### src/rtl/apb_hub_pkg.sv
// Shared types and defaults for the APB debug hub: FSM states, response kinds
// and the default parameter values used by the hub and its decoder.
package apb_hub_pkg;

  localparam int DEF_ADDR_W    = 5;
  localparam int DEF_DATA_W    = 8;
  localparam int DEF_NUM_PORTS = 3;
  localparam int DEF_SEL_W     = 2;
  localparam int DEF_TIMEOUT   = 15;

  typedef enum logic [1:0] {
    IDLE,
    SETUP,
    ACCESS,
    DONE
  } hub_state_e;

  localparam logic [1:0] OK          = 2'd0;
  localparam logic [1:0] DECODE_ERR  = 2'd1;
  localparam logic [1:0] TIMEOUT_ERR = 2'd2;
  localparam logic [1:0] SLAVE_ERR   = 2'd3;

endpackage

### src/rtl/apb_hub_decoder.sv
// Port-index decode: the top SEL_W address bits pick a downstream completer,
// and valid says whether that completer actually exists.
module apb_hub_decoder
  import apb_hub_pkg::*;
#(
  parameter int ADDR_W    = DEF_ADDR_W,
  parameter int SEL_W     = DEF_SEL_W,
  parameter int NUM_PORTS = DEF_NUM_PORTS
) (
  input  logic [ADDR_W-1:0] addr,
  output logic [SEL_W-1:0]  idx,
  output logic              valid
);

  // The low address bits belong to the completer, not to the decode.
  logic unused_low_bits;

  assign idx             = addr[ADDR_W-1 -: SEL_W];
  assign valid           = (32'(idx) < NUM_PORTS);
  assign unused_low_bits = ^addr[ADDR_W-SEL_W-1:0];

endmodule

### src/rtl/apb_debug_hub.sv
// APB debug hub: bridges one upstream APB completer port onto NUM_PORTS
// downstream completers, with decode/timeout error reporting and counting.
module apb_debug_hub
  import apb_hub_pkg::*;
#(
  parameter int ADDR_W    = DEF_ADDR_W,
  parameter int DATA_W    = DEF_DATA_W,
  parameter int NUM_PORTS = DEF_NUM_PORTS,
  parameter int SEL_W     = DEF_SEL_W,
  parameter int TIMEOUT   = DEF_TIMEOUT
) (
  input  logic                        PCLK,
  input  logic                        PRESET,
  input  logic                        PSEL,
  input  logic [ADDR_W-1:0]           PADDR,
  input  logic                        PENABLE,
  input  logic                        PWRITE,
  input  logic [DATA_W-1:0]           PWDATA,
  output logic [DATA_W-1:0]           PRDATA,
  output logic                        PREADY,
  output logic                        PSLVERR,
  output logic [NUM_PORTS-1:0]        M_PSEL,
  output logic [ADDR_W-SEL_W-1:0]     M_PADDR,
  output logic                        M_PENABLE,
  output logic                        M_PWRITE,
  output logic [DATA_W-1:0]           M_PWDATA,
  input  logic [NUM_PORTS*DATA_W-1:0] M_PRDATA,
  input  logic [NUM_PORTS-1:0]        M_PREADY,
  input  logic [NUM_PORTS-1:0]        M_PSLVERR,
  input  logic                        ERR_CLEAR,
  output logic [7:0]                  ERR_COUNT,
  output logic [ADDR_W-1:0]           LAST_ERR_ADDR
);

  hub_state_e            state_q, state_d;
  logic [ADDR_W-1:0]     addr_q, addr_d;
  logic                  write_q, write_d;
  logic [DATA_W-1:0]     wdata_q, wdata_d;
  logic [SEL_W-1:0]      idx_q, idx_d;
  logic [7:0]            cnt_q, cnt_d;
  logic [DATA_W-1:0]     rdata_q, rdata_d;
  logic [1:0]            resp_q, resp_d;
  logic [NUM_PORTS-1:0]  m_psel_q, m_psel_d;
  logic                  m_penable_q, m_penable_d;
  logic [7:0]            err_count_q, err_count_d;
  logic [ADDR_W-1:0]     last_err_addr_q, last_err_addr_d;

  logic [SEL_W-1:0]      dec_idx;
  logic                  dec_valid;
  logic [DATA_W-1:0]     sel_rdata;
  logic                  sel_ready;
  logic                  sel_slverr;
  logic                  enter_err;

  apb_hub_decoder #(
    .ADDR_W   (ADDR_W),
    .SEL_W    (SEL_W),
    .NUM_PORTS(NUM_PORTS)
  ) u_decoder (
    .addr (PADDR),
    .idx  (dec_idx),
    .valid(dec_valid)
  );

  // Mux the response of whichever completer the latched index points at.
  always_comb begin
    sel_rdata  = '0;
    sel_ready  = 1'b0;
    sel_slverr = 1'b0;
    for (int i = 0; i < NUM_PORTS; i++) begin
      if (idx_q == SEL_W'(i)) begin
        sel_rdata  = M_PRDATA[i*DATA_W +: DATA_W];
        sel_ready  = M_PREADY[i];
        sel_slverr = M_PSLVERR[i];
      end
    end
  end

  always_comb begin
    state_d         = state_q;
    addr_d          = addr_q;
    write_d         = write_q;
    wdata_d         = wdata_q;
    idx_d           = idx_q;
    cnt_d           = cnt_q;
    rdata_d         = rdata_q;
    resp_d          = resp_q;
    err_count_d     = err_count_q;
    last_err_addr_d = last_err_addr_q;
    m_psel_d        = '0;

    case (state_q)
      IDLE: begin
        if (PSEL && !PENABLE) begin
          addr_d  = PADDR;
          write_d = PWRITE;
          wdata_d = PWDATA;
          idx_d   = dec_idx;
          rdata_d = '0;
          if (dec_valid) begin
            state_d = SETUP;
            resp_d  = OK;
          end else begin
            state_d = DONE;
            resp_d  = DECODE_ERR;
          end
        end
      end
      SETUP: begin
        state_d = ACCESS;
        cnt_d   = 8'd1;
      end
      ACCESS: begin
        if (sel_ready) begin
          state_d = DONE;
          cnt_d   = '0;
          rdata_d = write_q ? '0 : sel_rdata;
          resp_d  = sel_slverr ? SLAVE_ERR : OK;
        end else if (cnt_q == 8'(TIMEOUT)) begin
          state_d = DONE;
          cnt_d   = '0;
          rdata_d = '0;
          resp_d  = TIMEOUT_ERR;
        end else begin
          cnt_d = cnt_q + 8'd1;
        end
      end
      DONE: begin
        state_d = IDLE;
      end
      default: state_d = IDLE;
    endcase

    // Errors are booked on the edge that enters DONE, whether or not anyone is still listening.
    enter_err = (state_d == DONE) && (state_q != DONE) && (resp_d != OK);
    if (ERR_CLEAR) begin
      err_count_d = enter_err ? 8'd1 : 8'd0;
    end else if (enter_err && (err_count_q != 8'hFF)) begin
      err_count_d = err_count_q + 8'd1;
    end
    if (enter_err) begin
      last_err_addr_d = addr_d;
    end

    if ((state_d == SETUP) || (state_d == ACCESS)) begin
      for (int i = 0; i < NUM_PORTS; i++) begin
        m_psel_d[i] = (idx_d == SEL_W'(i));
      end
    end
    m_penable_d = (state_d == ACCESS);
  end

  always_ff @(posedge PCLK) begin
    if (PRESET) begin
      state_q         <= IDLE;
      addr_q          <= '0;
      write_q         <= 1'b0;
      wdata_q         <= '0;
      idx_q           <= '0;
      cnt_q           <= '0;
      rdata_q         <= '0;
      resp_q          <= OK;
      m_psel_q        <= '0;
      m_penable_q     <= 1'b0;
      err_count_q     <= '0;
      last_err_addr_q <= '0;
    end else begin
      state_q         <= state_d;
      addr_q          <= addr_d;
      write_q         <= write_d;
      wdata_q         <= wdata_d;
      idx_q           <= idx_d;
      cnt_q           <= cnt_d;
      rdata_q         <= rdata_d;
      resp_q          <= resp_d;
      m_psel_q        <= m_psel_d;
      m_penable_q     <= m_penable_d;
      err_count_q     <= err_count_d;
      last_err_addr_q <= last_err_addr_d;
    end
  end

  // The upstream response is only visible while the requester is in its access phase.
  assign PREADY        = (state_q == DONE) && PSEL && PENABLE;
  assign PRDATA        = PREADY ? rdata_q : '0;
  assign PSLVERR       = PREADY && (resp_q != OK);
  assign M_PSEL        = m_psel_q;
  assign M_PENABLE     = m_penable_q;
  assign M_PADDR       = addr_q[ADDR_W-SEL_W-1:0];
  assign M_PWRITE      = write_q;
  assign M_PWDATA      = wdata_q;
  assign ERR_COUNT     = err_count_q;
  assign LAST_ERR_ADDR = last_err_addr_q;

endmodule
### config.mk
export PLATFORM = sky130hd
export DESIGN_NAME = apb_debug_hub
export DESIGN_NICKNAME = d
export VERILOG_FILES = /design/src/rtl/apb_hub_pkg.sv /design/src/rtl/apb_hub_decoder.sv /design/src/rtl/apb_debug_hub.sv
export SDC_FILE = /design/constraint.sdc
export NUM_CORES = 1
export LEC_CHECK = 0
export BUFFER_PORTS_ARGS = -buffer_cell sky130_fd_sc_hd__buf_2
export CAP_MARGIN = 20
export CORE_MARGIN = 8
export CORE_UTILIZATION = 45
export DETAILED_ROUTE_END_ITERATION = 10
export HOLD_SLACK_MARGIN = 0.05
export MAX_ROUTING_LAYER = met4
export PLACE_DENSITY = 0.73
export REMOVE_ABC_BUFFERS = 1
export SETUP_SLACK_MARGIN = 0.3
export SLEW_MARGIN = 20
export SYNTH_ARGS = -nofsm -noshare
export SYNTH_HDL_FRONTEND = slang
export SYNTH_SLANG_ARGS = --single-unit
### constraint.sdc
create_clock -name PCLK -period 3.4 [get_ports PCLK]
set_input_delay 0.17 -clock PCLK [delete_from_list [all_inputs] [get_ports PCLK]]
set_output_delay 0.17 -clock PCLK [all_outputs]
set_load 0.01 [all_outputs]
* After elaboration in Yosys (flattened, before gate mapping)
Index checks and enable logic that the tools add are counted.
** Operators by class
- Reduce and logical (&&, ||, !) cells :: 20
- Equal/unequal tests :: 15
- Add/sub/neg operators :: 2
- Multiply operators :: 0
- Divide/modulo/power cells :: 0
- Order comparisons :: 1
- Shift-type cells :: 0
- Muxes and demuxes :: 36
- Bitwise logic cells :: 1
** Operator list (number)
- two-way mux 8 bit :: 12
- case mux 8 bit (2 select lines) :: 2
- two-way mux 2 bit :: 10
- adder 8 x 1 -> 8 bit, second input constant :: 2
- == test 2 bit, second input constant :: 6
- two-way mux 5 bit :: 2
- nonzero test 2 bit :: 5
- == test 2 x 1 -> 1 bit, second input constant :: 4
- == test 8 x 4 -> 1 bit, second input constant :: 1
- two-way mux 1 bit :: 8
- != test 8 bit, second input constant :: 1
- case mux 2 bit (4 select lines) :: 1
- logical AND 1 bit :: 7
- logical NOT 2 bit :: 3
- != test 2 bit, second input constant :: 2
- case mux 2 bit (2 select lines) :: 1
- != test 3 bit, second input constant :: 1
- AND reduction 3 bit :: 1
- less-than comparator 2 bit, second input constant :: 1
- AND reduction 2 bit :: 1
- OR reduction 2 bit :: 1
- logical NOT 1 bit :: 1
- logical OR 1 bit :: 1
- NOT 1 bit :: 1
** Storage, ports and cells
- Word-level logic and storage cells :: 87
- Bits of input ports :: 49
- Memories kept :: 0
- Memory bits (read-only) :: 0
- Bits in writable memories :: 0
- Register bits :: 53
- Bits in latches :: 0
- Output and inout port bits :: 39

* Depth between registers and ports, before layout
Gate-level depths: netlist of run 1.
- Depth after elaboration :: 12
- Mapped depth :: 13
- Mapped depth without buffers :: 12

* Modules after synthesis
A second synthesis of run 1 with hierarchy kept.
** Unflattened totals
- Cell total of the unflattened synthesis :: 324
- Area total of the unflattened synthesis :: 2743.9 sq um
** Modules (own cells, without submodules)
- apb_debug_hub :: area each 2725.1 sq um, cells an instance 321, sequential area each 1061.0 sq um, instances 1
- apb_hub_decoder :: area each 18.8 sq um, cells an instance 3, sequential area each 0.0 sq um, instances 1

* Worst setup path before layout of run 1
No wires, ideal clock.
- Kind :: register to register
- Start :: register state_q[0]
- End :: register last_err_addr_q[0] (netlist: LAST_ERR_ADDR[0])
- Path buffers :: 1
- Cell stages (with the launch flop) :: 10
- Arrival time :: 2.322 ns
- Library setup time :: 0.121 ns
- Data required time :: 3.279 ns
- Path slack :: 0.958 ns
- Period minus slack after synthesis :: 2.442 ns
- Cell sequence :: dfxtp_1 > inv_1 > ha_1 > clkbuf_1 > inv_1 > o21ai_0 > ha_1 > nor2b_1 > a21boi_2 > mux2_2
** On the way
- Elaborated cells between the ends (all ways) :: 15
- Those cells by class :: eq/ne (5); mux (6); reduce/logical (4)
** RTL lines
- start: declaration :: line apb_debug_hub.sv:35 : hub_state_e state_q, state_d;
- start signal: assignment :: line apb_debug_hub.sv:168 : state_q <= state_d;
- == test 2 bit (tied with other cells) :: line apb_debug_hub.sv:92 : case (state_q)
- case mux 2 bit (4 select lines) * :: line apb_debug_hub.sv:92
- via state_d[1] :: line apb_debug_hub.sv:35
- == test 2 bit * :: line apb_debug_hub.sv:135 : enter_err = (state_d == DONE) && (state_q != DONE) && (resp_d != OK);
- logical AND 1 bit * (2 in series) :: line apb_debug_hub.sv:135
- end signal: assignment :: line apb_debug_hub.sv:179 : last_err_addr_q <= last_err_addr_d;
- end: declaration :: line apb_debug_hub.sv:46 : logic [ADDR_W-1:0] last_err_addr_q, last_err_addr_d;
The timed path passes the listed nets; every way through them passes the cells marked *.
A chain may end at the register's enable or synchronous reset.

* Worst setup path after layout of run 1
- Start :: register idx_q[0]
- End :: register last_err_addr_q[0] (netlist: LAST_ERR_ADDR[0])
** On the way
- Word-level cells in the longest chain between the ends :: 9
- Elaborated cells between the ends (all ways) :: 18
- Those cells by class :: eq/ne (3); mux (11); reduce/logical (4)
** Ends and longest elaborated chain
- start: declaration :: line apb_debug_hub.sv:39 : logic [SEL_W-1:0] idx_q, idx_d;
- start signal: assignment :: line apb_debug_hub.sv:172 : idx_q <= idx_d;
- logical NOT 2 bit :: line apb_debug_hub.sv:71 : if (idx_q == SEL_W'(i)) begin
- two-way mux 1 bit (2 in series) :: line apb_debug_hub.sv:71
- two-way mux 1 bit * :: line apb_debug_hub.sv:71
- two-way mux 2 bit * :: line apb_debug_hub.sv:114 : if (sel_ready) begin
- case mux 2 bit (4 select lines) * :: line apb_debug_hub.sv:92
- via state_d[0] :: line apb_debug_hub.sv:35
- == test 2 bit * :: line apb_debug_hub.sv:135
- logical AND 1 bit * (2 in series) :: line apb_debug_hub.sv:135
Marked as above.

==> impl_metrics.py, run 1 <==
metrics = {
    "clock_network": {
        "clock_latency_ns": 0.31,
        "cts_buffers": 5,
        "post_cts_resized": 0,
        "cts_tree": "yes",
        "ctsRootBufferMaster": "clkbuf_8",
        "cts_setup_buffers": 0,
        "cts_num_sinks": 53,
        "clk_path_buf_depth": 2,
        "postCtsHoldBufs": 0,
        "htreeDepth": 2,
        "path_clk_slew_ns": 0.09,
    },
    "setup_path": {
        "crit-reg2reg-launch": "idx_q[0]",
        "crit_buf_inv": 1,
        "cpMaxStageDelayCell": "dfxtp_1",
        "cp_max_fo": 16,
        "path_cells": "nand3b_1 > o21ai_2 > a41oi_4 > mux2i_1 > o22ai_1 > inv_1 > ha_1 > nor2b_1 > a21boi_2 > mux2_2",
        "reg2reg_to": "LAST_ERR_ADDR[0]",
        "endpoint": "LAST_ERR_ADDR[0]",
        "slowest_delay_ns": 0.64,
        "path_depth": 10,
        "worstRegToRegCells": 10,
        "crit_type": "flop to flop",
        "crit_family": "compound AO/OA/AOI/OAI gates",
        "critPathRequiredTime_ns": 3.61,
        "cp_data_arrival_time_ns": 3.01,
        "worstSetupEndpointType": "flop",
        "start_kind": "flop",
        "worstSetupStartpoint": "idx_q[0]",
        "regToRegSetupSlack_ns": 0.59,
    },
    "final_layout": {
        "fin_util": 0.560,
        "drive_gt1_frac": 0.292,
        "fill_cells": 583,
        "nets": 460,
        "antennaDiodeCount": 0,
        "areaGrowthSynthToFinish_pct": 19.8,
    },
    "power_and_ir_drop": {
        "power_frac_seq": 0.482,
        "power.share.clock": 0.307,
        "p_switching_mw": 0.407,
        "power_per_cell_area_nw_per_um2": 419,
        "power.leakage_nw": 1.41,
        "ir_drop_mv": 0.310,
        "internal-power_mw": 0.983,
        "combPwrFrac": 0.211,
        "p_sw_frac": 0.293,
    },
    "routing": {
        "dr.pass1.iters": 4,
        "drtIter0Drc": 113,
        "drc_errors": 0,
        "maxUsedRoutingLayer": "met4",
        "routedWlPerCell_um": 14.2,
        "viasPerCell": 5.18,
        "wl_met3_um": 535,
        "wl_met1_um": 3090,
        "vias": 2482,
        "met2_length_um": 3140,
        "ant_nets": 0,
        "wirelength_um": 6820,
    },
    "die": {
        "die_height_um": 94.4,
        "initial_utilization": 0.467,
        "dieWidth_um": 94.4,
        "rows": 28,
        "boundaryPins": 88,
        "die_area_um2": 8920,
        "coreArea_um2": 5920,
    },
    "timing": {
        "min_period_ns": 2.81,
        "timing.final.crit_share": 0.825,
        "max_slew_margin": 0.423,
        "holdWs_ns": 0.0849,
        "clock.fmax_mhz": 356,
        "hold_viol": 0,
        "slew_viol_final": 0,
        "setup_viol": 0,
        "worst_slew_pin_slew_ns": 0.866,
        "rsz0062_at_grt": "false",
        "setup_tns_ns": 0,
        "fin_skew_ns": 0.00571,
    },
    "placement": {
        "place.gp.congestion": 0.848,
        "post-dp-hpwl_um": 5160,
        "io_buffers": 87,
    },
    "yosys": {
        "ys_dominant_reg_cell": "dfxtp_1",
        "synth_top_area_frac": 0.383,
        "ys_ff_latch": 53,
        "seq_area_frac_synth": 0.383,
        "synthTopCellsByArea": "dfxtp_1, nand2_1, mux2i_1",
        "yosysTopAreaCell": "dfxtp_1",
        "syn_avg_cell_area_um2": 8.46,
        "netlist_area_um2": 2770,
        "yosysWarnings": 0,
        "syn-instance-count": 327,
        "synth_edf_count": 0,
        "ys_async_sr_fraction": 0,
        "ys_types": 55,
    },
    "grt": {
        "grt_pass1_wl_um": 11100,
        "grt_max_degree": 49,
        "track_usage": 0.156,
        "antenna_found_initial": 0,
        "grt_pass1_vias": 2383,
        "overflow": 0,
    },
    "run": {
        "maxCapViolCount": 0,
    },
    "min_path": {
        "min_path_type": "input port to flop",
    },
    "outcome": {
        "status": "finished clean",
    },
}
-- layout make-up --
class,instances,area (um2),share of cell area
Clock inverter,2,38.8,0.0117
Tap cell,75,93.8,0.0283
Multi-Input combinational cell,243,1550,0.468
Inverter,10,37.5,0.0113
Sequential cell,53,1060,0.320
Clock buffer,6,72.6,0.0219
Timing Repair Buffer,90,458,0.138
-- per-layer routing --
metal,global-route usage,vias up
li1,-,1268
met1,0.186,1139
met2,0.255,67
met3,0.0429,8
met4,0.0357,0
met5,-,-
-- kinds of logic (layout without fill, tap and decap cells) --
group	Yosys count	after routing	share of synthesized area
compound gates	67	67	0.183
xor+xnor	5	5	0.0158
fa+ha+maj	8	8	0.0362
buf+inv	31	108	0.0556
flops	53	53	0.383
mux	22	22	0.0850
simple gates	141	141	0.241
-- sequential cells by signal (all words and copies together) (netlist names) --
| signal | count |
|---|---|
| state_q | 2 |
| M_PWRITE | 1 |
| rdata_q | 8 |
| LAST_ERR_ADDR | 5 |
| idx_q | 2 |
| resp_q | 2 |
| M_PENABLE | 1 |
| M_PSEL | 3 |
| addr_q | 5 |
| cnt_q | 8 |
| M_PWDATA | 8 |
| ERR_COUNT | 8 |
-- cell usage after synthesis (2+ instances only) --
cell	n
or3_1	5
dfxtp_1	53
buf_6	2
a21oi_2	6
and2_1	9
a21oi_1	26
clkbuf_1	13
xnor2_1	2
ha_1	8
mux2_1	3
nand3_1	14
mux2i_1	15
inv_1	10
buf_4	3
mux2_2	2
nand2_1	64
o21ai_0	14
xor2_1	3
nor2b_1	10
a21o_1	2
nand4_1	3
and3_1	4
o211ai_1	2
nor2_1	22
and3b_1	2
-- power by group through the flow --
stage | clock, mW | combinational [mW] | sequential (mW)
finish | 0.427 | 0.293 | 0.669
floorplan | 0 | 0.174 | 0.692
CTS | 0.441 | 0.295 | 0.669
global route | 0.467 | 0.329 | 0.675
global placement | 0 | 0.284 | 0.683
detailed placement | 0 | 0.293 | 0.684
-- worst min-delay path, stage by stage --
cell and delay [ns]:
buf_2 0.09, nand2_1 0.04, a21oi_1 0.05
-- how the worst min path moves through the flow --
stage | start | endpoint | cells past startpoint | slack [ns]
after floorplan | PRESET | M_PWDATA[0] | 1 | 0.24
after global placement | PWDATA[2] | M_PWDATA[2] | 3 | 0.41
after detailed placement | PWDATA[2] | M_PWDATA[2] | 3 | 0.42
after CTS | PWDATA[1] | M_PWDATA[1] | 3 | 0.08
after global routing | PWRITE | M_PWRITE | 3 | 0.08
final | PWDATA[2] | M_PWDATA[2] | 3 | 0.08
-- metrics by stage --
stage	cell area [um2]	power (mW)	setup slack (ns)	std cells
2_1_floorplan	2650	0.866	0.708	306
3_3_place_gp	3200	0.967	0.724	471
3_5_place_dp	3200	0.976	0.648	471
4_1_cts	3310	1.41	0.606	479
5_1_grt	3310	1.47	0.310	479
6_report	3310	1.39	0.594	479
-- cells in the final DEF (no fill, tap or decap), types with 2 or more instances in the layout --
cell type / netlist / layout
dfxtp_1: 53 / 53
and3b_1: 2 / 2
a21oi_1: 26 / 26
mux2_1: 3 / 3
xor2_1: 3 / 3
inv_1: 10 / 10
nor2_1: 22 / 22
mux2i_1: 15 / 15
mux2_2: 2 / 2
a21oi_2: 6 / 6
and3_1: 4 / 4
ha_1: 8 / 8
nand4_1: 3 / 3
and2_1: 9 / 9
buf_4: 3 / 3
or3_1: 5 / 5
a21o_1: 2 / 2
nor2b_1: 10 / 10
xnor2_1: 2 / 2
clkbuf_8: 1 / 5
o211ai_1: 2 / 2
nand3_1: 14 / 14
nand2_1: 64 / 64
buf_2: 1 / 87
o21ai_0: 14 / 14
No activity file was read; power rests on OpenSTA's default activity.
==> run 2: changes to the inputs <==
Clock period 3.4 ns to 2.6 ns, I/O delays scaled along.
==> run 2 against run 1 <==
  * Power increased by 29%
  * Combinational power rose by 55%
  * Clock skew rose by 0.0015 ns
  * Clock-buffer cell count is the same
  * Critical path type unchanged
  * Largest power group unchanged
==> impl_metrics.py, run 2 (synthesis gave the netlist of run 1 again) <==
metrics = {
    "grt": {
        "overflow": 0,
        "grt_pass1_vias": 2477,
        "grt_max_degree": 36,
        "track_usage": 0.161,
        "antenna_found_initial": 0,
        "grt_pass1_wl_um": 11400,
        "grt.met1_usage": 0.188,
        "use_met3": 0.0460,
        "busiest_layer": "met2",
        "met2_usage": 0.268,
    },
    "clock_network": {
        "clk_path_buf_depth": 2,
        "clock_latency_ns": 0.31,
        "path_clk_slew_ns": 0.10,
        "cts_buffers": 5,
        "cts_tree": "yes",
        "htreeDepth": 2,
        "ctsRootBufferMaster": "clkbuf_8",
        "cts_num_sinks": 53,
    },
    "setup_path": {
        "slowest_delay_ns": 0.38,
        "regToRegSetupSlack_ns": 0.33,
        "path_cells": "mux2i_4 > o21ai_4 > a41oi_4 > mux2i_1 > o22ai_1 > inv_1 > ha_1 > nor2b_4 > buf_6 > and3_4 > nand3_1 > a21oi_2 > mux2i_1",
        "critPathRequiredTime_ns": 2.81,
        "crit_top_cell": "mux2i_1",
        "worstSetupEndpointType": "flop",
        "cp_data_arrival_time_ns": 2.48,
        "cp_max_fo": 6,
        "start_kind": "flop",
        "crit_type": "flop to flop",
        "cpMaxStageDelayCell": "dfxtp_4",
    },
    "die": {
        "rows": 28,
        "die_height_um": 94.4,
        "die_area_um2": 8920,
        "initial_utilization": 0.467,
        "coreArea_um2": 5920,
        "boundaryPins": 88,
        "dieWidth_um": 94.4,
    },
    "timing": {
        "fin_skew_ns": 0.00725,
        "hold_viol": 0,
        "worst_slew_pin_slew_ns": 0.628,
        "rsz0062_at_grt": "true",
        "timing.final.crit_share": 0.874,
        "max_slew_margin": 0.581,
        "slew_viol_final": 0,
        "setup_viol": 0,
        "clock.fmax_mhz": 440,
        "min_period_ns": 2.27,
    },
    "routing": {
        "drc_errors": 0,
        "vias": 2540,
        "routedWlPerCell_um": 14.3,
        "wirelength_um": 7150,
        "ant_nets": 0,
        "viasPerCell": 5.07,
        "dr.pass1.iters": 4,
        "drtIter0Drc": 160,
    },
    "power_and_ir_drop": {
        "power_per_cell_area_nw_per_um2": 504,
        "power.leakage_nw": 1.50,
        "ir_drop_mv": 0.454,
        "power_mw": 1.79,
    },
    "placement": {
        "dp_cells": 481,
        "place.gp.congestion": 0.853,
        "io_buffers": 87,
        "post-dp-hpwl_um": 5290,
    },
    "final_layout": {
        "nets": 482,
        "layout_common_cells": "buf_2, nand2_1, dfxtp_1, a21oi_1, nor2_1",
        "antennaDiodeCount": 0,
        "drive_gt1_frac": 0.336,
        "mostFrequentLayoutCell": "buf_2",
        "fin_cells": 501,
        "areaGrowthSynthToFinish_pct": 28.4,
    },
    "outcome": {
        "status": "finished clean",
    },
    "min_path": {
        "min_path_type": "input port to flop",
    },
    "run": {
        "maxCapViolCount": 0,
    },
}
[run 2: metal layers]
layer	vias to the layer above	part of all wire
met5	-	0
met4	0	0.0055
met3	5	0.077
met2	82	0.49
met1	1149	0.43
li1	1304	-
[run 2: critical path, delay by kind of cell (launching register included)]
kind / cells / cell delay (ns)
buffers and inverters: 2 / 0.19
adders and majority gates: 1 / 0.21
and+or+nand+nor: 3 / 0.41
AOI/OAI and AO/OA: 4 / 0.50
muxes: 3 / 0.46
DFF: 1 / 0.38
[run 2: timing repair]
action / in CTS / in global routing
hold buffers: 8 / 0
resized for setup: 9 / 11
pin swaps: 3 / 5
buffers inserted: 2 / 2
endpoints found under the setup margin: 10 / 10
endpoints found under the hold margin: 8 / 0
[run 2: final timing paths]
check | startpoint | to | cells after the start
min reg2reg | rdata_q[2] | rdata_q[2] | 2
max reg2reg | idx_q[1] | ERR_COUNT[3] | 13
max | idx_q[1] | ERR_COUNT[3] | 13
min | PWRITE | M_PWRITE | 3
[run 2: cell type report]
cell class	instances	area, um2
Multi-Input combinational cell	243	1620
Tap cell	75	93.8
Fill cell	547	2370
Sequential cell	53	1070
Clock inverter	2	15.0
Inverter	10	37.5
Timing Repair Buffer	112	647
Clock buffer	6	72.6
[run 2: where the power goes]
| part | switching [mW] | total [mW] | internal, mW |
|---|---|---|---|
| sequential | 0.0253 | 0.874 | 0.849 |
| combinational | 0.257 | 0.453 | 0.196 |
| clock | 0.275 | 0.466 | 0.190 |
[run 2: metrics by stage]
stage               utilization  setup slack [ns]  TNS [ns]  hold slack, ns  cell area [um2]
global placement          0.554             0.273         0           0.372             3280
detailed placement        0.554             0.178         0           0.377             3280
CTS                       0.590             0.294         0          0.0541             3500
global route              0.600             0.212         0          0.0642             3550
finish                    0.600             0.326         0          0.0651             3550
floorplan                     -           -0.0924    -0.493           0.199             2650
